[src/rtl/insn_queue.sv]
// insn_queue -- instruction queue between fetch and decode.
//
// Holds up to DEPTH {pc, insn} pairs in a circular buffer. Each side uses a
// valid/ready handshake. A flush empties the queue on a branch or jump
// redirect.
//
// Handshake rule: a transfer happens on a rising clock edge when valid and
// ready are both 1 in the cycle before that edge. enq_ready_o never depends
// on deq_ready_i, so a full queue refuses an enqueue even when a dequeue
// happens in the same cycle.
//
// Optional feature: define INSN_QUEUE_BYPASS_EN to enable the empty-queue
// bypass. With the bypass, an enqueue into an empty queue is also presented
// on the dequeue side in the same cycle. Without it (the default), the
// minimum enqueue-to-dequeue latency is one cycle.
//
// Ports:
//   clk          clock; all state changes on the rising edge
//   rst          asynchronous reset, active low
//   flush_i      discard all entries at the next edge
//   enq_valid_i  fetch presents {enq_pc_i, enq_insn_i}
//   enq_ready_o  queue can accept this cycle
//   enq_pc_i     PC of the instruction being enqueued
//   enq_insn_i   instruction word being enqueued
//   deq_valid_o  head entry is valid
//   deq_ready_i  decode consumes the head this cycle
//   deq_pc_o     head PC (show-ahead)
//   deq_insn_o   head instruction (show-ahead)
//   count_o      number of occupied entries, 0..DEPTH
module insn_queue #(
  parameter int DWIDTH = 32,
  parameter int AWIDTH = 32,
  parameter int DEPTH  = 4
) (
  input  logic                     clk,
  input  logic                     rst,
  input  logic                     flush_i,
  input  logic                     enq_valid_i,
  output logic                     enq_ready_o,
  input  logic [AWIDTH-1:0]        enq_pc_i,
  input  logic [DWIDTH-1:0]        enq_insn_i,
  output logic                     deq_valid_o,
  input  logic                     deq_ready_i,
  output logic [AWIDTH-1:0]        deq_pc_o,
  output logic [DWIDTH-1:0]        deq_insn_o,
  output logic [$clog2(DEPTH):0]   count_o
);

  localparam int PW = $clog2(DEPTH);
  localparam int CW = $clog2(DEPTH) + 1;
  localparam logic [CW-1:0] FULL_COUNT = CW'(DEPTH);

  logic [AWIDTH-1:0] pc_mem   [DEPTH];
  logic [DWIDTH-1:0] insn_mem [DEPTH];
  logic [PW-1:0]     wr_ptr;
  logic [PW-1:0]     rd_ptr;
  logic [CW-1:0]     count;

  logic bypass;      // empty-queue pass-through is active this cycle
  logic enq_fire;
  logic deq_fire;
  logic mem_write;   // the enqueued entry actually lands in storage
  logic mem_read;    // the head leaves storage (not the bypassed entry)

  assign enq_ready_o = rst && (count != FULL_COUNT);

`ifdef INSN_QUEUE_BYPASS_EN
  // Gating with rst keeps the outputs at 0 during reset even if fetch is
  // already presenting valid data.
  assign bypass = rst && (count == '0) && enq_valid_i && !flush_i;
`else
  assign bypass = 1'b0;
`endif

  assign deq_valid_o = ((count != '0) || bypass) && !flush_i;
  assign deq_pc_o    = bypass ? enq_pc_i   : pc_mem[rd_ptr];
  assign deq_insn_o  = bypass ? enq_insn_i : insn_mem[rd_ptr];
  assign count_o     = count;

  assign enq_fire  = enq_valid_i && enq_ready_o;
  assign deq_fire  = deq_valid_o && deq_ready_i;
  // A bypassed entry that decode takes at once never touches storage.
  assign mem_write = enq_fire && !(bypass && deq_ready_i);
  assign mem_read  = deq_fire && !bypass;

  always_ff @(posedge clk or negedge rst) begin
    if (!rst) begin
      wr_ptr <= '0;
      rd_ptr <= '0;
      count  <= '0;
    end else if (flush_i) begin
      // Storage is left as is; only the bookkeeping is cleared.
      wr_ptr <= '0;
      rd_ptr <= '0;
      count  <= '0;
    end else begin
      if (mem_write) wr_ptr <= wr_ptr + PW'(1);
      if (mem_read)  rd_ptr <= rd_ptr + PW'(1);
      if (mem_write && !mem_read)      count <= count + CW'(1);
      else if (mem_read && !mem_write) count <= count - CW'(1);
    end
  end

  always_ff @(posedge clk or negedge rst) begin
    if (!rst) begin
      for (int i = 0; i < DEPTH; i++) begin
        pc_mem[i]   <= '0;
        insn_mem[i] <= '0;
      end
    end else if (mem_write && !flush_i) begin
      pc_mem[wr_ptr]   <= enq_pc_i;
      insn_mem[wr_ptr] <= enq_insn_i;
    end
  end

endmodule

[config.mk]
export PLATFORM = sky130hd
export DESIGN_NAME = insn_queue
export DESIGN_NICKNAME = d
export VERILOG_FILES = /design/src/rtl/insn_queue.sv
export SDC_FILE = /design/constraint.sdc
export NUM_CORES = 1
export LEC_CHECK = 0
export BUFFER_PORTS_ARGS = -buffer_cell sky130_fd_sc_hd__buf_2
export CELL_PAD_IN_SITES_DETAIL_PLACEMENT = 1
export CELL_PAD_IN_SITES_GLOBAL_PLACEMENT = 1
export CORE_ASPECT_RATIO = 1.4
export CORE_UTILIZATION = 53
export DETAILED_ROUTE_END_ITERATION = 10
export MAX_ROUTING_LAYER = met4
export PLACE_DENSITY = 0.93
export SLEW_MARGIN = 20
export SYNTH_ARGS = -nofsm -noshare
export SYNTH_HDL_FRONTEND = slang
export SYNTH_SLANG_ARGS = --single-unit
[constraint.sdc]
create_clock -name clk -period 4 [get_ports clk]
set_clock_uncertainty 0.1 [all_clocks]
set_input_delay 0.6 -clock clk [delete_from_list [all_inputs] [get_ports clk]]
set_output_delay 0.6 -clock clk [all_outputs]
set_load 0.05 [all_outputs]
## Word-level counts from Yosys, hierarchy flattened

Index checks and enable logic that the tools add are counted.

| storage, ports and cells | value |
|---|---|
| register bits after elaboration | 263 |
| bits of input ports | 69 |
| output and inout bits | 69 |
| logic and storage cells | 53 |

| cells by class | value |
|---|---|
| $add $sub $neg | 4 |
| magnitude comparators | 3 |
| eq/ne operators | 1 |
| mux-type cells | 17 |
| bitwise gates (word level) | 2 |
| reductions and logical operators | 15 |

Operators by type and width:

| operator | count |
|---|---|
| 128-bit bitwise mux | 2 |
| 32-bit two-way mux | 5 |
| 32-bit binary-select mux with 2-bit select | 2 |
| 32-bit demux with 2-bit select | 1 |
| 3-bit two-way mux | 3 |
| 1-bit logical AND | 8 |
| 2-bit two-way mux | 4 |
| 3-bit greater-or-equal comparator (second input constant) | 2 |
| 2-bit inverter with 3-bit output | 2 |
| 3-bit nonzero test | 2 |
| 2-bit by 1-bit adder with 2-bit output (second input constant) | 2 |
| 2-bit nonzero test | 2 |
| 3-bit by 1-bit adder with 3-bit output (second input constant) | 1 |
| 1-bit logical NOT | 3 |
| 3-bit by 1-bit less-than comparator with 1-bit output (second input constant) | 1 |
| 3-bit != test (second input constant) | 1 |
| 3-bit by 1-bit subtractor with 3-bit output (second input constant) | 1 |

## Logic depth before layout (Yosys ltp)

Gate-level depths: netlist of run 1.

| logic depth | value |
|---|---|
| depth in word-level cells | 8 |
| mapped depth | 9 |

## Worst setup path before layout of run 1

Ideal clock, no wire load.

| path | value |
|---|---|
| kind | reg-to-reg |
| start | register count[2], in the netlist count_o[2] |
| end | register count[2], in the netlist count_o[2] |
| setup time | 0.078 ns |
| arrival | 2.482 ns |
| required time | 3.822 ns |
| setup slack | 1.340 ns |
| cell stages (with the launch flop) | 10 |
| buffers on the path | 1 |
| period minus slack after synthesis | 2.660 ns |
| cells stage by stage | dfrtp_1 -> clkbuf_1 -> nor3_1 -> nand2b_1 -> o21a_1 -> fa_1 -> nand3b_1 -> xor2_1 -> o22a_1 -> a21oi_1 |

| between the ends | value |
|---|---|
| cells in the longest elaborated chain, start to end | 7 |

Ends and longest elaborated chain:

| element | line | text |
|---|---|---|
| start: declaration | 57 | `logic [CW-1:0] count;` |
| start signal: assignment | 99 | `if (mem_write && !mem_read) count <= count + CW'(1);` |
| start signal: assignment | 100 | `else if (mem_read && !mem_write) count <= count - CW'(1);` |
| parallel branches: the longest is 7 deep, another holds 3-bit by 1-bit subtractor with 3-bit output | n/a |  |

Parallel ways; which one is timed is not known. The select of a mux whose other input is x is not followed.
A chain may end at the register's enable or synchronous reset.

## Worst setup path after layout of run 1

| path | value |
|---|---|
| start | register rd_ptr[0] |
| end | output port deq_insn_o[22] |

| between the ends | value |
|---|---|
| cells in the longest elaborated chain, start to end | 4 |

Ends and longest elaborated chain:

| element | line | text |
|---|---|---|
| start: declaration | 56 | `logic [PW-1:0] rd_ptr;` |
| start signal: assignment | 98 | `if (mem_read) rd_ptr <= rd_ptr + PW'(1);` |
| 2-bit inverter with 3-bit output (implied by the code) | 77 | `assign deq_insn_o = bypass ? enq_insn_i : insn_mem[rd_ptr];` |
| 32-bit binary-select mux with 2-bit select | 77 |  |
| 32-bit two-way mux (implied by the code) (2 in a row) | 77 |  |
| end: declaration | 45 | `output logic [DWIDTH-1:0] deq_insn_o,` |

Every way passes these cells. The select of a mux whose other input is x is not followed.

==> flow_summary_export.csv, run 1 <==
group,metric,value,unit
synthesis,syn_nets,751,
floorplanning,dieArea,22500,sq um
cts,htree_levels,1,
layout,nets,885,
cts,cts_sinks,263,
cts,clk_path_buf_depth,3,
placed_design,port_buffers,137,
floorplanning,die_y,177,um
timing,rsz0062_at_grt,"false",
global_routing,grt.overflow.total,0,
flow_run,drv_cap,0,
global_routing,use_met3,3.57,%
pwr,p_int,6440,uW
global_routing,antenna_found_initial,0,
worst_setup_path,critPathArrivalTime,2.60,ns
worst_setup_path,reg2reg_slack,1.29,ns
pwr,seq_power_share,37.4,%
synthesis,yosysUniqueCellTypes,29,
layout,layout-drive-gt1-share,62.0,%
global_routing,use_met1,35.5,%
synthesis,yosysSeqAreaShare,56.6,%
worst_setup_path,critPathRequiredTime,3.30,ns
timing,period_minus_slack,3.30,ns
pwr,peakVddDrop,0.372,mV
timing,max_freq,303,MHz
placed_design,place_congestion,0.798,
timing,fin_crit_sh,82.5,%
outcome,outcome,"completed",
layout,postLayoutCoreUtil,62.8,%
cts,clk_latency,0.52,ns
pwr,p_comb_share,37.8,%
cts,cts_tree,"yes",
floorplanning,ios,138,
timing,setup_viol,0,
layout,final_common_cell,"dfrtp_1",
route,drt_pass1_iterations,6,
worst_setup_path,r2r-end,"pc_mem[87]",
global_routing,grt_pass1_vias,7752,
route,via_count,6633,
route,route.detailed.drc,0,
global_routing,grt_max_degree,209,
timing,maxSlewHeadroom,39.9,%
synthesis,netlist_instances,677,
synthesis,syn-mean-instance-area,17.2,sq um
route,totalWireLength,28800,um
floorplanning,core-area,21400,sq um
route,ant_nets,0,
pwr,leakagePower,0.00638,uW
pwr,p_per_area,777,nW/um^2
pwr,clockPowerShare,24.8,%
route,drtIter0Drc,371,
global_routing,grt_pass1_wl,46100,um
worst_setup_path,cp_max_fo,46,
timing,setup_tns,0,ns
route,vias_per_cell,5.92,
synthesis,ys.warnings.count,0,
global_routing,grt-busiest-layer,"met2",
timing,finalHoldViolCount,0,
layout,antenna_cells,0,
synthesis,synth-seq-cells,263,
timing,tightest_slew,0.901,ns
floorplanning,die_w,127,um
synthesis,synth_top_area_cell,"dfrtp_1",
floorplanning,start_util,54.4,%
route,wl_per_cell,25.7,um
hold_path,worstHoldStart,"enq_pc_i[20]",
cts,cts_made_buffers,26,
layout,area_growth,15.4,%
pwr,switching_share,38.2,%
synthesis,synth_top_area_share,56.6,%
hold_path,min_to,"pc_mem[116]",
worst_setup_path,start_kind,"register",
synthesis,yosys-top-cells-area,"dfrtp_1, mux2_2, mux4_2",
worst_setup_path,r2r-start,"count_o[0]",
worst_setup_path,cp-end-kind,"output pin",
timing,maxSlewViolCount,0,
global_routing,grt_usage,28.2,%
placed_design,dpl.hpwl,17300,um
hold_path,min_path_type,"input pin to register",
cts,cts_root_buf,"clkbuf_16",
pwr,power,10400,uW
worst_setup_path,crit_type,"register to output pin",
synthesis,syn_area,11600,sq um
hold_path,hold_depth,2,
worst_setup_path,reg2regPathDepth,5,
floorplanning,rows,63,
global_routing,use_met2,47.3,%
layout,final_cell_mix,"dfrtp_1, mux2_2, buf_2",
cts,clk_pin_slew_worst_paths,0.06,ns
cts,post_cts_resized,0,
pwr,switchingPower,3990,uW
per-layer routing:
| metal | part of all wire, % | up-vias |
|---|---|---|
| met3 | 3.9 | 63 |
| met4 | 3.1 | 0 |
| met5 | 0 | - |
| met1 | 40 | 3581 |
| met2 | 53 | 203 |
| li1 | - | 2786 |
layout make-up:
class,instances,area [sq um]
multi-input combinational,366,4700
fill,1897,7940
sequential,263,6590
tap,292,365
clock inverter,9,148
inverter,7,26.3
clock buffer,37,753
timing repair buffer,147,843
repair_timing:
| item | 4_1_cts | 5_1_grt |
|---|---|---|
| buffers inserted | 0 | 0 |
| endpoints found under the hold margin | 31 | 0 |
| hold buffers | 1 | 0 |
sequential cells by signal (all words and copies together), names as in the netlist:
name	count
count_o	3
rd_ptr	2
pc_mem	128
wr_ptr	2
insn_mem	128
per-stage QoR:
step | setup slack [ns] | hold WS [ns] | cells | area [sq um]
2_1_floorplan | 1.34 | 0.204 | 677 | 11600
3_3_place_gp | 1.03 | 0.374 | 1073 | 12500
3_5_place_dp | 0.914 | 0.386 | 1073 | 12500
4_1_cts | 0.667 | 0.241 | 1120 | 13400
5_1_grt | 0.572 | 0.251 | 1121 | 13400
6_report | 0.702 | 0.255 | 1121 | 13400
worst max path at each step:
| stage | from | cells past startpoint | endpoint |
|---|---|---|---|
| final | rd_ptr[0] | 3 | deq_insn_o[22] |
| after global routing | rd_ptr[0] | 3 | deq_insn_o[22] |
| after CTS | rd_ptr[0] | 3 | deq_insn_o[22] |
| after detailed placement | rst | 6 | insn_mem[67] |
| after global placement | rst | 6 | pc_mem[81] |
| after floorplan | count_o[2] | 9 | count_o[2] |
cells in the mapped netlist:
master / n
or2_2: 1
nand3b_1: 2
ha_1: 4
o22a_1: 1
mux4_2: 64
nand2_1: 1
clkbuf_1: 8
buf_2: 5
o32ai_1: 1
a21oi_1: 3
buf_6: 24
o21a_1: 1
xnor2_1: 2
a32oi_1: 1
mux2i_1: 2
nor3_1: 1
nand2_2: 4
inv_1: 7
or2b_1: 1
xor2_1: 5
a2111oi_4: 1
mux2_2: 256
fa_1: 1
nor2b_1: 1
nor2_1: 9
buf_1: 4
dfrtp_1: 263
o21ai_0: 2
nand2b_1: 2
worst max-delay path, cell delays in order, from the launching register on:
cell	delay (ns)
dfrtp_4	0.74
buf_12	0.39
mux4_2	0.63
buf_2	0.24
cells by family (layout without fill, tap and decap cells):
| logic type | after synthesis | in the layout | synth area share [%] |
|---|---|---|---|
| AOI/OAI and AO/OA | 10 | 10 | 0.743 |
| xor gates and xnor gates | 7 | 7 | 0.527 |
| adders and majority gates | 5 | 5 | 0.603 |
| buffers and inverters | 48 | 200 | 3.15 |
| DFF | 263 | 263 | 56.6 |
| muxes | 322 | 322 | 37.4 |
| and+or+nand+nor | 22 | 22 | 0.990 |
power groups by stage:
stage / clock network (uW) / logic (uW) / registers [uW]
6_report: 2590 / 3940 / 3900
5_1_grt: 2730 / 4120 / 3990
4_1_cts: 2630 / 3980 / 3900
3_5_place_dp: 0 / 3920 / 3900
3_3_place_gp: 0 / 3790 / 3760
2_1_floorplan: 0 / 3180 / 3670
Power figures use the tool's default switching activity.
==> run 2: changes to the inputs <==
- ABC_AREA: not set -> 1
- CORE_UTILIZATION: 53 -> 41
- PLACE_DENSITY: 0.93 -> 0.85
- clock period: 4 -> 3.02 ns (I/O delays scaled with it)
==> flow_summary_export.csv, run 2 <==
group,metric,value,unit
floorplanning,ios,138,
synthesis,yosysSeqAreaShare,54.0,%
worst_setup_path,cpPeakStageDelay,0.57,ns
outcome,outcome,"completed",
floorplanning,dieArea,30400,sq um
floorplanning,core-area,29200,sq um
cts,clk_latency,0.54,ns
timing,rsz0062_at_grt,"true",
route,wl_per_cell,17.5,um
cts,cts_tree,"yes",
pwr,switchingPower,7040,uW
worst_setup_path,cp_max_fo,111,
worst_setup_path,critPathRequiredTime,2.47,ns
pwr,switching_share,45.9,%
synthesis,synth-simple-area-share,13.3,%
layout,final_cell_mix,"nand2_1, dfrtp_1, buf_2",
synthesis,yosys-top-cells-count,"nand2_1, dfrtp_1, o21ai_1",
synthesis,synth_edf_count,0,
synthesis,yosys-top-cells-area,"dfrtp_1, o21ai_2, nand2_1",
route,route.detailed.drc,0,
layout,final_common_cell,"nand2_1",
worst_setup_path,slowest_stage,"dfrtp_4",
global_routing,grt_usage,22.1,%
synthesis,synthAdderAreaFrac,0.575,%
synthesis,synth_ff_type,"dfrtp_1",
timing,fin_crit_sh,97.4,%
worst_setup_path,start_kind,"register",
pwr,peakVddDrop,0.853,mV
synthesis,syn_nets,1386,
worst_setup_path,critPathArrivalTime,2.39,ns
worst_setup_path,crit_type,"register to output pin",
synthesis,yosysMostFrequentCell,"nand2_1",
pwr,p_comb_share,44.7,%
layout,fillers,3443,
floorplanning,die_w,148,um
pwr,seq_power_share,33.4,%
timing,maxSlewHeadroom,42.7,%
placed_design,place_area,12900,sq um
route,highest_layer,"met4",
cts,clk_pin_slew_worst_paths,0.06,ns
route,route.met3.wl,1190,um
placed_design,place_congestion,0.758,
timing,maxSlewViolCount,0,
synthesis,synth_top_area_cell,"dfrtp_1",
synthesis,synth_top_area_share,54.0,%
synthesis,netlist_instances,1312,
hold_path,min_path_type,"input pin to register",
route,vias_per_cell,5.29,
flow_run,drv_cap,0,
floorplanning,rows,74,
layout,nets,1477,
synthesis,syn-mean-instance-area,9.29,sq um
synthesis,synthMuxAreaShare,0,%
pwr,p_per_area,1110,nW/um^2
route,drt_pass1_iterations,4,
cts,cts_sinks,263,
synthesis,synth_compound_area_share,23.1,%
synthesis,syn_area,12200,sq um
route,via_count,9550,
layout,fin_area,13800,sq um
worst_setup_path,crit_chain,"buf_12 > o21ai_0 > o22ai_1 > buf_2",
timing,period_minus_slack,2.94,ns
cts,clk_path_buf_depth,3,
placed_design,port_buffers,137,
synthesis,synth_top_family_by_area,"compound AO/OA/AOI/OAI gates",
floorplanning,die_y,206,um
worst_setup_path,cp-end-kind,"output pin",
timing,max_freq,340,MHz
pwr,p_int,8290,uW
timing,finalHoldViolCount,0,
cts,post_cts_buffers,0,
timing,hold_ws,0.107,ns
floorplanning,start_util,41.8,%
synthesis,ys.warnings.count,0,
global_routing,grt_pass1_vias,10422,
placed_design,dpl.hpwl,19400,um
route,wl_met2,16600,um
global_routing,grt.overflow.total,0,
pwr,clockPowerShare,21.9,%
route,wl_met1,12900,um
layout,area_growth,13.1,%
cts,cts_root_buf,"clkbuf_16",
route,totalWireLength,31600,um
synthesis,synth-seq-cells,263,
synthesis,synth-xor-area-share,0.0718,%
layout,layout-drive-gt1-share,23.6,%
global_routing,antenna_found_initial,2,
synthesis,async_flop_share,100,%
synthesis,yosysUniqueCellTypes,25,
timing,tightest_slew,0.859,ns
route,ant_nets,0,
timing,setup_viol,0,
route,drtIter0Drc,371,
pwr,leakagePower,0.00676,uW
cts,cts_made_buffers,28,
global_routing,grt_max_degree,148,
cts,htree_levels,1,
global_routing,grt_pass1_wl,52500,um
run 2: cell types whose count changed in the layout (fill, tap and decap cells not counted), moves of 66 or more:
| cell | change |
|---|---|
| o21ai_2 | +121 |
| o21ai_0 | +130 |
| o21ai_1 | +135 |
| mux2_2 | -256 |
| nand2_1 | +269 |
| inv_1 | +66 |
| nor2_1 | +121 |
run 2: cell families (layout without fill, tap and decap cells):
kind of cell	Yosys count	after routing
compound gates	455	455
simple gates	415	415
flops	263	263
buf+inv	173	286
fa+ha+maj	5	5
xor+xnor	1	1
other cells	0	2
run 2: power groups by stage:
stage	combinational, uW	sequential (uW)	clock, uW
6_report	6860	5120	3350
5_1_grt	7410	5240	3580
4_1_cts	6950	5120	3450
3_5_place_dp	6920	5160	0
3_3_place_gp	6730	5090	0
2_1_floorplan	5240	5030	0
run 2: per-stage QoR:
step	power [uW]	setup WS [ns]	util [%]	setup TNS (ns)	instances
global route	16200	-0.00841	47.3	-0.0201	1807
global placement	11800	0.613	44.1	0	1752
detailed placement	12100	0.586	44.1	0	1752
finish	15300	0.0798	47.3	0	1807
CTS	15500	0.00859	47.3	0	1805
floorplan	10300	0.560	-	0	1312
run 2: layer usage:
layer | global-route usage, % | vias to the layer above
li1 | - | 4562
met1 | 24.7 | 4754
met2 | 39.9 | 166
met3 | 3.07 | 68
met4 | 7.92 | 0
met5 | - | -
run 2: area by class of cell:
cell class | count | area (sq um) | share of cell area (%)
Clock inverter | 7 | 38.8 | 0.281
Tap cell | 380 | 475 | 3.45
Sequential cell | 263 | 6590 | 47.8
Clock buffer | 45 | 866 | 6.28
Timing Repair Buffer | 158 | 981 | 7.11
Inverter | 76 | 290 | 2.10
Antenna cell | 2 | 5.00 | 0.0363
Multi-Input combinational cell | 876 | 4550 | 33.0
run 2: critical path, delay by kind of cell, from the launching register on:
kind                   cells  cell delay (ns)
buffers and inverters      2             0.70
AO/OA/AOI/OAI              2             0.44
flip-flops                 1             0.57
run 2: worst paths after layout:
path | start | to | slack [ns] | depth (start not counted)
max in group asynchronous | rst | rd_ptr[0] | 1.37 | 3
max reg2reg | count_o[2] | pc_mem[30] | 0.85 | 9
max | rd_ptr[0] | deq_pc_o[14] | 0.08 | 4
min | enq_pc_i[28] | pc_mem[92] | 0.11 | 3
min reg2reg | insn_mem[43] | insn_mem[43] | 0.38 | 2
min in group asynchronous | rst | pc_mem[38] | 0.25 | 2
run 2: repair_timing:
| item | 4_1_cts | 5_1_grt |
|---|---|---|
| setup endpoints to repair | 0 | 13 |
| hold buffers | 1 | 0 |
| gates resized for setup | 0 | 1 |
| hold endpoints to repair | 19 | 0 |
